File: config.mk
export PLATFORM = sky130hd
export DESIGN_NAME = inst_fetch_buffer_flat
export DESIGN_NICKNAME = d
export VERILOG_FILES = /design/src/rtl/inst_fetch_buffer_if.sv /design/src/rtl/inst_fetch_buffer.sv /design/src/flat_wrapper.sv
export SDC_FILE = /design/constraint.sdc
export NUM_CORES = 1
export LEC_CHECK = 0
export CAP_MARGIN = 20
export CORE_MARGIN = 10
export CORE_UTILIZATION = 55
export CTS_CLUSTER_DIAMETER = 100
export CTS_CLUSTER_SIZE = 40
export DETAILED_ROUTE_END_ITERATION = 6
export PLACE_DENSITY = 0.91
export SLEW_MARGIN = 10
export SYNTH_ARGS = -nofsm -noshare
export SYNTH_HDL_FRONTEND = slang
export SYNTH_SLANG_ARGS = --single-unit
File: constraint.sdc
create_clock -name clk -period 3.74 [get_ports clk]
set_input_delay 0.561 -clock clk [delete_from_list [all_inputs] [get_ports clk]]
set_output_delay 0.561 -clock clk [all_outputs]
set_load 0.01 [all_outputs]
File: src/rtl/inst_fetch_buffer_if.sv
// Bundle between the core, the instruction fetch buffer and the instruction ROM.
// Core side: cpu_valid_o/cpu_req_i is a valid/ready pair; a word moves only in a cycle where both are 1.
interface inst_fetch_buffer_if #(
  parameter int ADDR_W = 32,
  parameter int INST_W = 32
);
  logic              cpu_req_i;
  logic              flush_i;
  logic [ADDR_W-1:0] cpu_addr_i;
  logic              cpu_valid_o;
  logic [INST_W-1:0] cpu_inst_o;
  logic [ADDR_W-1:0] cpu_pc_o;
  logic              rom_ce_o;
  logic [ADDR_W-1:0] rom_addr_o;
  logic [INST_W-1:0] rom_inst_i;

  modport slave (
    input  cpu_req_i, flush_i, cpu_addr_i, rom_inst_i,
    output cpu_valid_o, cpu_inst_o, cpu_pc_o, rom_ce_o, rom_addr_o
  );

  modport master (
    output cpu_req_i, flush_i, cpu_addr_i, rom_inst_i,
    input  cpu_valid_o, cpu_inst_o, cpu_pc_o, rom_ce_o, rom_addr_o
  );
endinterface

File: src/rtl/inst_fetch_buffer.sv
// Instruction fetch front end: credit-limited sequential prefetch from a fixed-latency ROM
// into a small FIFO, with epoch-tagged reads so that a redirect discards stale returns.
module inst_fetch_buffer #(
  parameter int                ADDR_W   = 32,
  parameter int                INST_W   = 32,
  parameter int                DEPTH    = 4,
  parameter int                ROM_LAT  = 1,
  parameter logic [ADDR_W-1:0] RESET_PC = '0
) (
  input logic                clk,
  input logic                rst,
  inst_fetch_buffer_if.slave bus
);
  localparam int PTR_W   = $clog2(DEPTH);
  localparam int CNT_W   = PTR_W + 1;
  localparam int SUM_W   = CNT_W + 1;
  // Wide enough that back-to-back redirects cannot wrap the epoch within ROM_LAT cycles.
  localparam int EPOCH_W = 3;
  localparam logic [ADDR_W-1:0] PC_STEP = ADDR_W'(INST_W / 8);

  logic [ADDR_W-1:0]  fetch_pc_q, fetch_pc_d;
  logic [EPOCH_W-1:0] epoch_q, epoch_d;
  logic [PTR_W-1:0]   rd_ptr_q, rd_ptr_d;
  logic [PTR_W-1:0]   wr_ptr_q, wr_ptr_d;
  logic [CNT_W-1:0]   count_q, count_d;
  logic [CNT_W-1:0]   inflight_q, inflight_d;

  logic [INST_W-1:0]  inst_mem_q  [DEPTH];
  logic [ADDR_W-1:0]  pc_mem_q    [DEPTH];
  logic               tag_vld_q   [ROM_LAT];
  logic [ADDR_W-1:0]  tag_pc_q    [ROM_LAT];
  logic [EPOCH_W-1:0] tag_epoch_q [ROM_LAT];

  logic empty;
  logic credit_ok;
  logic issue;
  logic ret_vld;
  logic wr_en;
  logic pop;

  always_comb begin
    empty     = (count_q == '0);
    credit_ok = ({1'b0, count_q} + {1'b0, inflight_q}) < SUM_W'(DEPTH);
    issue     = !rst && !bus.flush_i && credit_ok;
    ret_vld   = tag_vld_q[ROM_LAT-1];
    wr_en     = ret_vld && (tag_epoch_q[ROM_LAT-1] == epoch_q) && !bus.flush_i;
    pop       = !empty && !bus.flush_i && bus.cpu_req_i;
  end

  // Every returning read frees its credit, including ones dropped for a stale epoch.
  always_comb begin
    fetch_pc_d = fetch_pc_q;
    epoch_d    = epoch_q;
    rd_ptr_d   = rd_ptr_q;
    wr_ptr_d   = wr_ptr_q;
    count_d    = count_q;
    inflight_d = inflight_q + CNT_W'(issue) - CNT_W'(ret_vld);
    if (bus.flush_i) begin
      fetch_pc_d = bus.cpu_addr_i;
      epoch_d    = epoch_q + EPOCH_W'(1);
      rd_ptr_d   = '0;
      wr_ptr_d   = '0;
      count_d    = '0;
    end else begin
      if (issue) fetch_pc_d = fetch_pc_q + PC_STEP;
      if (wr_en) wr_ptr_d = wr_ptr_q + PTR_W'(1);
      if (pop)   rd_ptr_d = rd_ptr_q + PTR_W'(1);
      count_d = count_q + CNT_W'(wr_en) - CNT_W'(pop);
    end
  end

  always_ff @(posedge clk) begin
    if (rst) begin
      fetch_pc_q <= RESET_PC;
      epoch_q    <= '0;
      rd_ptr_q   <= '0;
      wr_ptr_q   <= '0;
      count_q    <= '0;
      inflight_q <= '0;
      for (int i = 0; i < ROM_LAT; i++) tag_vld_q[i] <= 1'b0;
    end else begin
      fetch_pc_q   <= fetch_pc_d;
      epoch_q      <= epoch_d;
      rd_ptr_q     <= rd_ptr_d;
      wr_ptr_q     <= wr_ptr_d;
      count_q      <= count_d;
      inflight_q   <= inflight_d;
      tag_vld_q[0] <= issue;
      for (int i = 1; i < ROM_LAT; i++) tag_vld_q[i] <= tag_vld_q[i-1];
    end
  end

  // Payload of the tag pipe and FIFO storage; qualified by the valid bits above.
  always_ff @(posedge clk) begin
    tag_pc_q[0]    <= fetch_pc_q;
    tag_epoch_q[0] <= epoch_q;
    for (int i = 1; i < ROM_LAT; i++) begin
      tag_pc_q[i]    <= tag_pc_q[i-1];
      tag_epoch_q[i] <= tag_epoch_q[i-1];
    end
    if (wr_en) begin
      inst_mem_q[wr_ptr_q] <= bus.rom_inst_i;
      pc_mem_q[wr_ptr_q]   <= tag_pc_q[ROM_LAT-1];
    end
  end

  assign bus.rom_ce_o    = issue;
  assign bus.rom_addr_o  = fetch_pc_q;
  assign bus.cpu_valid_o = !empty && !bus.flush_i;
  assign bus.cpu_inst_o  = empty ? '0 : inst_mem_q[rd_ptr_q];
  assign bus.cpu_pc_o    = empty ? '0 : pc_mem_q[rd_ptr_q];
endmodule

File: src/flat_wrapper.sv
// flat-port wrapper written by rule: the top's interface ports become plain ports
module inst_fetch_buffer_flat 
#(
  parameter int                ADDR_W   = 32,
  parameter int                INST_W   = 32,
  parameter int                DEPTH    = 4,
  parameter int                ROM_LAT  = 1,
  parameter logic [ADDR_W-1:0] RESET_PC = '0
)
  (clk, rst, bus_cpu_req_i, bus_flush_i, bus_cpu_addr_i, bus_rom_inst_i, bus_cpu_valid_o, bus_cpu_inst_o, bus_cpu_pc_o, bus_rom_ce_o, bus_rom_addr_o);
  inst_fetch_buffer_if #(.ADDR_W(ADDR_W), .INST_W(INST_W)) bus_i ();
  input logic clk;
  input logic rst;
  input wire logic [$bits(bus_i.cpu_req_i)-1:0] bus_cpu_req_i;
  input wire logic [$bits(bus_i.flush_i)-1:0] bus_flush_i;
  input wire logic [$bits(bus_i.cpu_addr_i)-1:0] bus_cpu_addr_i;
  input wire logic [$bits(bus_i.rom_inst_i)-1:0] bus_rom_inst_i;
  output wire logic [$bits(bus_i.cpu_valid_o)-1:0] bus_cpu_valid_o;
  output wire logic [$bits(bus_i.cpu_inst_o)-1:0] bus_cpu_inst_o;
  output wire logic [$bits(bus_i.cpu_pc_o)-1:0] bus_cpu_pc_o;
  output wire logic [$bits(bus_i.rom_ce_o)-1:0] bus_rom_ce_o;
  output wire logic [$bits(bus_i.rom_addr_o)-1:0] bus_rom_addr_o;
  assign bus_i.cpu_req_i = bus_cpu_req_i;
  assign bus_i.flush_i = bus_flush_i;
  assign bus_i.cpu_addr_i = bus_cpu_addr_i;
  assign bus_i.rom_inst_i = bus_rom_inst_i;
  assign bus_cpu_valid_o = bus_i.cpu_valid_o;
  assign bus_cpu_inst_o = bus_i.cpu_inst_o;
  assign bus_cpu_pc_o = bus_i.cpu_pc_o;
  assign bus_rom_ce_o = bus_i.rom_ce_o;
  assign bus_rom_addr_o = bus_i.rom_addr_o;
  inst_fetch_buffer #(.ADDR_W(ADDR_W), .INST_W(INST_W), .DEPTH(DEPTH), .ROM_LAT(ROM_LAT), .RESET_PC(RESET_PC)) u_core (.clk(clk), .rst(rst), .bus(bus_i));
endmodule
==> results.cfg <==
[synth]
syn_area_mm2 = 0.0132
synth_top_area_cell = edfxtp_1
synth_seq_area_share_pct = 71.0
synth_area_leaders = edfxtp_1, dfxtp_1, mux4_2
yosysWarnings = 0
synth_top_flop_cell = edfxtp_1
synth_top_area_share_pct = 58.4
synth_enable_flop_cells = 256
ys_async_sr_fraction_pct = 0
avgSynthCellArea_um2 = 16.9
syn_inst = 778
synth_nets = 860
synth.distinct_cells = 53
ys_ff_latch = 339

[timing]
relSlewSlack_pct = 49.4
fin_tns_setup_ns = 0
setup_slack_ns = 0.477
finalSetupViolations = 0
max_freq_mhz = 306
hold_viol = 0
skew_ns = 0.0284
grt_setup_unrepaired = false
min_period_over_period_pct = 87.3
worst_pin_slew_ns = 0.753
final.min_clock_period_ns = 3.26
final_max_slew_viol_count = 0

[power_and_ir_drop]
p_per_area_mw_per_mm2 = 414
ir_worst_vdd_uv = 293
p_leak_nw = 4.93

[clocking]
ctsResizeCount = 0
cts_sinks = 339
h-tree-depth = 1
cts_buffers = 12
holdBufCountCts = 0
worstSkewPairLatency_ns = 0.50
cts_root_buffer = clkbuf_16
clockBufferDepth = 3
cts_tree = done
clk_pin_slew_worst_paths_ns = 0.14
post-cts-setup-buffers = 0

[worst_setup_path]
ff2ff_setup_slack_ns = 1.07
cp.depth = 4
cp_data_required_time_ns = 3.18
r2r-start = u_core.count_q[2]
max_stage_delay_ns = 0.66
path_buf_inv = 2
endpoint_kind = primary output
crit_end = bus_cpu_inst_o[3]
critPathSlowestCell = dfxtp_4
arrival_ns = 2.70
path_cells = buf_4 -> mux4_2 -> nor2b_1 -> clkdlybuf4s50_1
cp-start-kind = flip-flop
path_max_fanout = 19
crit_type = flip-flop to primary output
regToRegEndpoint = u_core.inflight_q[2]
ff2ff_path_depth = 10
critPathTopFamily = buffers and inverters

[die]
die_w_um = 175
std_cell_rows = 56
initial_core_util_pct = 56.1
die_area_mm2 = 0.0305
num_io_pins = 166
die_h_um = 175
fp.coreArea_mm2 = 0.0235

[placed_design]
place_area_mm2 = 0.0153
pre_cts_ws_ns = 0.551
hpwl_um = 19300
gp_congestion = 0.868
numPortBuffers = 165

[job]
drv_cap = 0

[route]
wire_per_inst_um = 22.1
drtPass1Iterations = 5
num_vias = 7327
finalWirelength_um = 27900
via_per_inst = 5.81
drc_errors = 0
ant_nets = 0
first_iter_violations = 626

[global_route]
grt_antenna_before_repair = 0
grt_use_total_pct = 18.0
grt_start_max_net_pins = 52
grt_pass1_wl_um = 44100
first_global_vias = 7717
grt-ovfl-total = 0

[finish]
n_antenna_cell = 0
area_delta_synth_final_pct = 19.0
fin_util_pct = 66.7
final_common_cell = edfxtp_1
fillers = 1540
drive_above_1_share_pct = 12.0
final_cell_mix = edfxtp_1, clkdlybuf4s50_1, dfxtp_1, nor2b_1, mux4_2
final_area_mm2 = 0.0157
final_nets = 1018

[run_status]
outcome = finished clean

[min_path]
hold_path_class = flip-flop to flip-flop
flip-flops by register name, indices dropped and copies added, names as in the netlist, named ones only:
signal	count
u_core.inst_mem_q	128
u_core.pc_mem_q	128
u_core.bus.rom_addr_o	32
u_core.tag_pc_q	32
u_core.count_q	3
u_core.epoch_q	3
u_core.inflight_q	3
u_core.tag_epoch_q	3
u_core.rd_ptr_q	2
u_core.wr_ptr_q	2
u_core.tag_vld_q	1
cells by family after synthesis:
family,synth area share (%)
flops,71.0
simple gates,9.81
mux,11.3
buf+inv,1.96
compound gates,3.28
xor+xnor,1.20
fa+ha+maj,1.45
cell usage after synthesis, drive strengths merged (8+ instances only):
cell type / number
a311oi: 13
nor3: 8
mux4: 64
dfxtp: 83
nor2b: 70
nor2: 39
a211oi: 9
xnor2: 11
clkbuf: 28
nand3: 19
edfxtp: 256
or3: 10
nand4: 18
nand2: 16
or4: 8
o21ai: 8
ha: 12
inv: 19
buf: 12
where the power goes:
part           internal, W  total (W)  switching [W]
Combinational     0.000267   0.000516       0.000249
Clock             0.000669    0.00170        0.00103
Sequential         0.00416    0.00427       0.000113
per-layer routing:
metal	share of wire [%]	wire length, um	track usage, %
met5	0	0	0
met4	1.1	301	3.36
met3	7.3	2040	3.79
met2	50	13900	30.5
met1	42	11600	23.6
worst reg2reg max path: stages (launching register included):
cell and delay, ns:
dfxtp_1 0.43, ha_1 0.28, or3_1 0.42, nor2_1 0.20
nand2_1 0.13, ha_1 0.30, inv_1 0.04, ha_1 0.19
fa_1 0.37, xnor2_1 0.16, nor2_1 0.05
layout make-up:
cell class                      count  area, um2  area share [%]
Sequential cell                   339       9360            59.7
Timing Repair Buffer              185       1900            12.1
Clock buffer                       18        344            2.20
Multi-Input combinational cell    379       3570            22.8
Tap cell                          319        399            2.55
Inverter                           19       71.3           0.455
Clock inverter                      2       22.5           0.144
metrics by stage:
step	std cells	hold WS [ns]	power, W
2_1_floorplan	778	0.373	0.00458
3_3_place_gp	1241	0.373	0.00485
3_5_place_dp	1241	0.378	0.00487
4_1_cts	1261	0.400	0.00652
5_1_grt	1261	0.406	0.00670
6_report	1261	0.396	0.00649
worst min path at each step:
stage                             startpoint                  endpoint  depth (start not counted)
floorplan                  u_core.epoch_q[2]  u_core.tag_epoch_q[0][2]                          0
global placement    u_core.bus.rom_addr_o[1]     u_core.tag_pc_q[0][1]                          0
detailed placement  u_core.bus.rom_addr_o[1]     u_core.tag_pc_q[0][1]                          0
CTS                 u_core.bus.rom_addr_o[1]     u_core.tag_pc_q[0][1]                          0
global route        u_core.bus.rom_addr_o[1]     u_core.tag_pc_q[0][1]                          0
finish              u_core.bus.rom_addr_o[0]     u_core.tag_pc_q[0][0]                          0
Note: power is estimated with default switching activity, not from simulation.
